### src/rtl/half_duplex_pkg.sv
// half_duplex_pkg: state encoding and counter sizing shared by the half-duplex responder.
package half_duplex_pkg;
  typedef enum logic [2:0] {IDLE, RX_HOLD, WAIT_TX, TURN, DRIVE} hd_state_e;
  function automatic int cnt_w(input int turn_cyc, input int timeout_cyc);
    return $clog2((turn_cyc > timeout_cyc ? turn_cyc : timeout_cyc) + 1);
  endfunction
endpackage

### src/rtl/hd_turn_timer.sv
// hd_turn_timer: clearable up-counter flagging when the count equals limit; shared by turnaround and reply timeout.
module hd_turn_timer #(
  parameter int CNT_W = 8
) (
  input  logic             clk,
  input  logic             rst,
  input  logic             clear,
  input  logic             enable,
  input  logic [CNT_W-1:0] limit,
  output logic             done
);
  logic [CNT_W-1:0] cnt_q, cnt_d;
  always_comb cnt_d = clear ? '0 : enable ? cnt_q + 1'b1 : cnt_q;
  always_ff @(posedge clk or posedge rst)
    if (rst) cnt_q <= '0;
    else     cnt_q <= cnt_d;
  assign done = cnt_q == limit;
endmodule

### src/rtl/half_duplex_responder.sv
// half_duplex_responder: responder end of a shared half-duplex word bus (capture, reply, turnaround, drive).
// Define HD_RESP_READBACK_CHECK_EN to add err_readback, comparing the bus against our drive in DRIVE.
module half_duplex_responder
  import half_duplex_pkg::*;
#(
  parameter int DATA_W      = 8,
  parameter int TURN_CYC    = 2,
  parameter int TIMEOUT_CYC = 255
) (
  input  logic              clk,
  input  logic              rst,
  input  logic [DATA_W-1:0] pad_i,
  input  logic              init_strb,
  output logic [DATA_W-1:0] pad_o,
  output logic              pad_oe,
  output logic              resp_strb,
  output logic [DATA_W-1:0] rx_data,
  output logic              rx_valid,
  input  logic              rx_ready,
  input  logic [DATA_W-1:0] tx_data,
  input  logic              tx_valid,
  output logic              tx_ready,
  output logic              err_timeout,
  output logic              err_collide
`ifdef HD_RESP_READBACK_CHECK_EN
  ,
  output logic              err_readback
`endif
);
  localparam int CNT_W = cnt_w(TURN_CYC, TIMEOUT_CYC);
  localparam logic [CNT_W-1:0] TURN_LIM = CNT_W'(TURN_CYC - 1);
  localparam logic [CNT_W-1:0] TIME_LIM = CNT_W'(TIMEOUT_CYC - 1);
  hd_state_e         state_q;
  logic              init_q, pad_oe_q, resp_q, rx_valid_q, tx_ready_q, err_to_q, err_col_q;
  logic [DATA_W-1:0] pad_o_q, rx_data_q;
  logic              tmr_clear, tmr_en, tmr_done;
  always_comb begin
    tmr_en    = state_q == WAIT_TX || state_q == TURN;
    tmr_clear = !tmr_en || (state_q == TURN && init_strb) || (state_q == WAIT_TX && tx_valid);
  end
  hd_turn_timer #(.CNT_W(CNT_W)) u_timer (
    .clk    (clk),
    .rst    (rst),
    .clear  (tmr_clear),
    .enable (tmr_en),
    .limit  (state_q == TURN ? TURN_LIM : TIME_LIM),
    .done   (tmr_done)
  );
`ifdef HD_RESP_READBACK_CHECK_EN
  logic err_rb_q;
  always_ff @(posedge clk or posedge rst)
    if (rst)                                      err_rb_q <= 1'b0;
    else if (state_q == DRIVE && pad_i != pad_o_q) err_rb_q <= 1'b1;
  assign err_readback = err_rb_q;
`endif
  // init_q resets high so a strobe already asserted out of reset is not seen as a new request
  always_ff @(posedge clk or posedge rst) begin
    if (rst) begin
      state_q    <= IDLE;
      init_q     <= 1'b1;
      pad_oe_q   <= 1'b0;
      resp_q     <= 1'b0;
      rx_valid_q <= 1'b0;
      tx_ready_q <= 1'b0;
      err_to_q   <= 1'b0;
      err_col_q  <= 1'b0;
      pad_o_q    <= '0;
      rx_data_q  <= '0;
    end else begin
      init_q <= init_strb;
      case (state_q)
        IDLE: if (init_strb && !init_q) begin
          rx_data_q  <= pad_i;
          rx_valid_q <= 1'b1;
          state_q    <= RX_HOLD;
        end
        RX_HOLD: if (rx_ready) begin
          rx_valid_q <= 1'b0;
          tx_ready_q <= 1'b1;
          state_q    <= WAIT_TX;
        end
        WAIT_TX: if (tx_valid) begin
          pad_o_q    <= tx_data;
          tx_ready_q <= 1'b0;
          state_q    <= TURN;
        end else if (tmr_done) begin
          err_to_q   <= 1'b1;
          tx_ready_q <= 1'b0;
          state_q    <= IDLE;
        end
        TURN: if (!init_strb && tmr_done) begin
          pad_oe_q <= 1'b1;
          resp_q   <= 1'b1;
          state_q  <= DRIVE;
        end
        DRIVE: begin
          pad_oe_q <= 1'b0;
          resp_q   <= 1'b0;
          pad_o_q  <= '0;
          state_q  <= IDLE;
          if (init_strb) err_col_q <= 1'b1;
        end
        default: state_q <= IDLE;
      endcase
    end
  end
  assign pad_o       = pad_o_q;
  assign pad_oe      = pad_oe_q;
  assign resp_strb   = resp_q;
  assign rx_data     = rx_data_q;
  assign rx_valid    = rx_valid_q;
  assign tx_ready    = tx_ready_q;
  assign err_timeout = err_to_q;
  assign err_collide = err_col_q;
endmodule

### config.mk
export PLATFORM = sky130hd
export DESIGN_NAME = half_duplex_responder
export DESIGN_NICKNAME = d
export VERILOG_FILES = /design/src/rtl/half_duplex_pkg.sv /design/src/rtl/hd_turn_timer.sv /design/src/rtl/half_duplex_responder.sv
export SDC_FILE = /design/constraint.sdc
export NUM_CORES = 1
export LEC_CHECK = 0
export ABC_AREA = 1
export CORE_MARGIN = 4
export CORE_UTILIZATION = 40
export CTS_CLUSTER_SIZE = 25
export DETAILED_ROUTE_END_ITERATION = 7
export HOLD_SLACK_MARGIN = 0.06
export PLACE_DENSITY = 0.68
export RECOVER_POWER = 50
export SETUP_SLACK_MARGIN = 0.15
export SLEW_MARGIN = 20
export SYNTH_ARGS = -nofsm -noshare
export SYNTH_HDL_FRONTEND = slang
export SYNTH_SLANG_ARGS = --single-unit
### constraint.sdc
create_clock -name clk -period 1.55 [get_ports clk]
set_clock_uncertainty 0.15 [all_clocks]
set_input_delay 0.2325 -clock clk [delete_from_list [all_inputs] [get_ports clk]]
set_output_delay 0.2325 -clock clk [all_outputs]
set_load 0.03 [all_outputs]
==> results of run 1 <==
==> final timing paths <==
kind / startpoint / to / slack (ns)
max: state_q[2] / rx_data[3] / 0.003
min: init_strb / init_q / 0.13
max reg2reg: state_q[2] / rx_data[3] / 0.003
min reg2reg: err_timeout / err_timeout / 0.32
max in group asynchronous: rst / u_timer.cnt_q[0] / 0.22
min in group asynchronous: rst / rx_data[0] / 0.47
==> where the power goes <==
group	switching, W	internal, W
clock network	0.000285	0.000319
registers	0.000242	0.00119
logic	0.00169	0.00115
total	0.00222	0.00265
==> area by class of cell <==
type	instances	share of cell area, %
Inverter	20	2.97
Sequential cell	33	32.9
Multi-Input combinational cell	125	33.3
Clock buffer	8	3.17
Timing Repair Buffer	70	25.3
Tap cell	48	2.38
==> logic make-up (layout without fill, tap and decap cells) <==
| logic type | after synthesis | count (layout) | synth area share (%) |
|---|---|---|---|
| fa+ha+maj | 1 | 1 | 0.784 |
| simple gates | 109 | 110 | 35.8 |
| flops | 33 | 33 | 51.8 |
| compound gates | 14 | 14 | 5.09 |
| buf+inv | 24 | 98 | 6.50 |
==> per-stage QoR <==
stage,instance area (µm²),cells,setup WS (ns),hold WS (ns),total power [W]
finish,2530,304,0.00272,0.134,0.00487
global placement,2220,288,-0.206,0.306,0.00393
global route,2530,304,-0.0821,0.145,0.00520
floorplan,1600,181,0.141,0.0870,0.00295
detailed placement,2220,288,-0.248,0.303,0.00397
CTS,2420,299,0.0298,0.147,0.00470
==> what timing repair did <==
item | CTS | global route
pin swaps | 8 | 19
setup buffers | 3 | 4
gates cloned | 0 | 1
setup endpoints to repair | 52 | 38
hold buffers | 0 | 0
gates resized for setup | 75 | 45
==> flip-flops by register name, indices dropped and copies added (netlist names) <==
signal / cells
err_collide: 1
err_timeout: 1
init_q: 1
pad_o: 8
resp_strb: 1
rx_data: 8
rx_valid: 1
state_q: 3
tx_ready: 1
u_timer.cnt_q: 8
==> critical path: stages, from the launching register on <==
cell and delay (ns):
dfrtp_1 0.42, nor2_4 0.14, nand2_2 0.07, or2_4 0.25, nand2_4 0.10, nor2_8 0.07
buf_6 0.13, nand3_2 0.05, nand2_1 0.06
==> layer usage <==
| layer | routed length, µm | vias to the layer above | track usage, % |
|---|---|---|---|
| li1 | - | 737 | - |
| met1 | 1690 | 715 | 19.2 |
| met2 | 2100 | 38 | 25.8 |
| met3 | 200 | 6 | 4.26 |
| met4 | 53 | 0 | 6.26 |
| met5 | 0 | - | 0 |
==> cell usage in the layout, fill, tap and decap left out, drive strengths merged, types with 2 or more instances in the layout <==
cell type	synthesis	layout
a21oi	8	8
o21bai	2	2
or2	3	3
nand3	31	31
clkdlybuf4s15	0	15
nor3	6	6
buf	4	26
inv	19	20
dfrtp	32	32
o21ai	3	3
clkbuf	0	17
clkdlybuf4s50	0	18
nor2	15	15
nand2	50	51
nand4	3	3
==> flow_summary.ini, run 1 <==
[run_status]
outcome = finished clean

[sta]
layout_min_cycle_time_ns = 1.55
fmax_ghz = 0.646
period_share_pct = 99.8
fin_setup_tns_ns = 0
finalMaxSlewViolations = 0
maxSlewHeadroom_pct = 47.0
rsz0062_at_grt = yes
worst_pin_slew_ns = 0.795
setup_viol = 0
finalHoldViolCount = 0

[clock_network]
root_buffer = clkbuf_8
clk_pin_slew_ns = 0.07
cts-buffers-inserted = 5
h-tree-depth = 2
insertion_delay_ns = 0.27
clock_sink_count = 33
cts_tree = yes
cts_buffer_depth = 2

[yosys]
yosys_warnings = 0
syn_area_um2 = 1600
yosysTopAreaCellShare_pct = 50.2
avgSynthCellArea_um2 = 8.82
synth_edf_count = 0
ys_ff_latch = 33
ys_async_sr_fraction_pct = 100
syn_inst = 181
synth.area.top_cells = dfrtp_1 50%, nand2_1 8.9%, nand3_1 8.5%
netlist-cell-type-count = 30
seq_area_frac_synth_pct = 51.8
yosys-top-cells-count = 38 x nand2_1, 32 x dfrtp_1, 27 x nand3_1
syn_nets = 203
synth-main-ff-cell = dfrtp_1
yosysMostFrequentCell = nand2_1
synth_top_cell_by_area = dfrtp_1

[critical_path]
crit_arrival_ns = 1.57
cp-end-kind = flop
worstRegToRegCells = 8
start_kind = flop
crit_required_ns = 1.57
cp_max_fo = 5
critPathKind = flop to flop

[finish]
num_antenna_cells = 0
final_net_count = 277
multi_input_area_um2 = 841
fin_util_pct = 67.0
drive_above_1_share_pct = 43.8
area_growth_pct = 58.3
fill_cells = 316
seq_area_um2 = 831

[route]
drt-total-wl_um = 4040
avgViaCountPerCell = 4.92
antenna_left = 0
drc = 0
drtPass1Iterations = 4
wl_per_cell_um = 13.3
drt_iter0_drc = 99
vias = 1496

[global_route]
grtUsageTotal_pct = 15.6
grt_max_degree = 34
grt_pass1_wl_um = 6320
grt_pass1_vias = 1449
antenna_found_initial = 0
grt-ovfl-total = 0

[floorplanning]
io_pins = 43
placement_rows = 22
die-area_um2 = 5070
start_util_pct = 42.3
core_um2 = 3770
die_y_um = 71.2
die_width_um = 71.2

[run]
cap_violations = 0

[power_and_ir_drop]
powerDensity_nw_per_um2 = 1930
p_leak_nw = 1.15
ir_worst_vdd_mv = 0.904

[worst_hold_path]
min_path_cells = 2
hp-class = input port to flop

[placed_design]
io_buffers = 42
dp_hpwl_um = 2640
place_congestion = 0.760
(Power assumes the default switching activity.)
==> run 2: changes to the inputs <==
--- a/config.mk
+++ b/config.mk
@@ -10,9 +10,10 @@
 export CORE_UTILIZATION = 40
 export CTS_CLUSTER_SIZE = 25
 export DETAILED_ROUTE_END_ITERATION = 7
+export DONT_BUFFER_PORTS = 1
 export HOLD_SLACK_MARGIN = 0.06
-export PLACE_DENSITY = 0.68
 export RECOVER_POWER = 50
+export REMOVE_ABC_BUFFERS = 1
 export SETUP_SLACK_MARGIN = 0.15
 export SLEW_MARGIN = 20
 export SYNTH_ARGS = -nofsm -noshare
==> run 2 against run 1 <==
  * First-iteration DRC count decreased by 53%
  * Largest power group is now sequential cells
  * Hold slack lost 0.067 ns
  * Design area decreased by 16%
  * Critical path depth unchanged
  * Critical path type unchanged
  * Utilization fell by 10 points
  * Worst setup slack better by 0.060 ns
  * Sequential share of layout area up 6.1 points
  * Sequential cell count stayed put
  * Die area unchanged
==> flow_summary.ini, run 2 (synthesis results as in run 1) <==
[route]
drtPass1Iterations = 6
wl_per_cell_um = 14.5
drt_iter0_drc = 47
drc = 0
antenna_left = 0
drt-total-wl_um = 3850
avgViaCountPerCell = 5.06
vias = 1342

[clock_network]
cts_tree = yes
insertion_delay_ns = 0.28
h-tree-depth = 2
root_buffer = clkbuf_8
cts-buffers-inserted = 5
cts_buffer_depth = 2
clock_sink_count = 33
clk_pin_slew_ns = 0.06

[global_route]
grtUsageTotal_pct = 16.5
grt_pass1_wl_um = 6560
grt_max_degree = 34
antenna_found_initial = 0
grt-ovfl-total = 0
grt_pass1_vias = 1412

[critical_path]
critPathSlowestCell = dfrtp_2
crit_arrival_ns = 1.56
max_stage_delay_ns = 0.45
cp-end-kind = flop
start_kind = flop
ff2ff_setup_slack_ns = 0.06
crit_required_ns = 1.62
cp_max_fo = 10
critPathKind = flop to flop
crit_chain = nor2_4 -> nand2_2 -> or2_4 -> nand2_4 -> nor2_8 -> nand2_4 -> nand2_2 -> nand2_1

[placed_design]
io_buffers = 0
dp_hpwl_um = 2430
place_area_um2 = 1660
place_congestion = 0.840

[power_and_ir_drop]
p_leak_nw = 0.991
total_power_w = 0.00415
ir_worst_vdd_mv = 1.00
powerDensity_nw_per_um2 = 1940

[finish]
num_antenna_cells = 0
drive_above_1_share_pct = 31.8
fill_cells = 323
final_net_count = 239
stdcell_area_um2 = 2130
area_growth_pct = 33.6
final_common_cell = nand2_1
layout_common_cells = 34 x nand2_1, 29 x dfrtp_1, 26 x nand3_1

[sta]
rsz0062_at_grt = yes
maxSlewHeadroom_pct = 62.2
period_share_pct = 96.0
setup_viol = 0
finalHoldViolCount = 0
finalMaxSlewViolations = 0
worst_hold_slack_ns = 0.0665
worst_pin_slew_ns = 0.567
layout_min_cycle_time_ns = 1.49
fmax_ghz = 0.672

[worst_hold_path]
hp-class = input port to flop

[run]
cap_violations = 0

[run_status]
outcome = finished clean

[floorplanning]
core_um2 = 3770
io_pins = 43
placement_rows = 22
die_width_um = 71.2
die-area_um2 = 5070
die_y_um = 71.2
start_util_pct = 42.3
## run 2: cell count changes in the layout (fill, tap and decap cells not counted), moves of 3 or more
cell / before / now
clkbuf_1: 9 / 1
buf_4: 16 / 10
inv_2: 6 / 9
nor3_1: 2 / 5
clkdlybuf4s15_2: 14 / 0
nand3_1: 17 / 26
nand3_2: 13 / 4
inv_1: 14 / 10
clkbuf_2: 3 / 0
buf_6: 10 / 1
dlygate4sd3_1: 1 / 21
clkdlybuf4s50_1: 18 / 0
## run 2: power breakdown
part	internal [W]	total, W	switching, W
Combinational	0.000580	0.00150	0.000925
Sequential	0.00117	0.00200	0.000828
Clock	0.000352	0.000642	0.000290
## run 2: per-stage QoR
stage | worst slack [ns] | instances | util [%] | setup TNS [ns]
after floorplan | -0.00982 | 177 | - | -0.00982
after global placement | 0.0836 | 229 | 44.0 | 0
after detailed placement | 0.0408 | 229 | 44.0 | 0
after CTS | 0.0711 | 263 | 54.2 | 0
after global routing | -0.00754 | 265 | 56.6 | -0.0103
final | 0.0627 | 265 | 56.6 | 0
## run 2: final cells by class
type	instances	area (µm²)	share of cell area, %
inverters	20	88.8	4.16
multi-input cells	125	771	36.1
clock buffers	7	86.3	4.05
repair buffers	32	297	13.9
well taps	48	60.1	2.82
flip-flops and latches	33	831	38.9
## run 2: critical path, delay by kind of cell, from the launching register on
family | cells | cell delay, ns
flops | 1 | 0.45
simple gates | 8 | 0.81
## run 2: repair_timing
action                                  CTS  global route
pin swaps                                 7             8
gates cloned                              1             0
resized for setup                        16            19
endpoints found under the setup margin   31            27
hold buffers                             20             1
endpoints found under the hold margin    53             8
setup buffers                             6             1
## run 2: worst paths after layout
path | cells past startpoint | startpoint | endpoint
setup / recovery | 8 | state_q[1] | rx_data[5]
hold / removal | 3 | rx_ready | state_q[1]
setup reg to reg | 8 | state_q[1] | rx_data[5]
hold reg to reg | 2 | u_timer.cnt_q[3] | u_timer.cnt_q[3]
max in group asynchronous | 3 | rst | init_q
min in group asynchronous | 3 | rst | rx_data[4]
## run 2: routing by layer
metal | part of all wire, % | GRT usage, %
met1 | 41 | 19.7
met2 | 50 | 26.9
met3 | 7.0 | 6.39
met4 | 1.6 | 5.64
met5 | 0 | 0
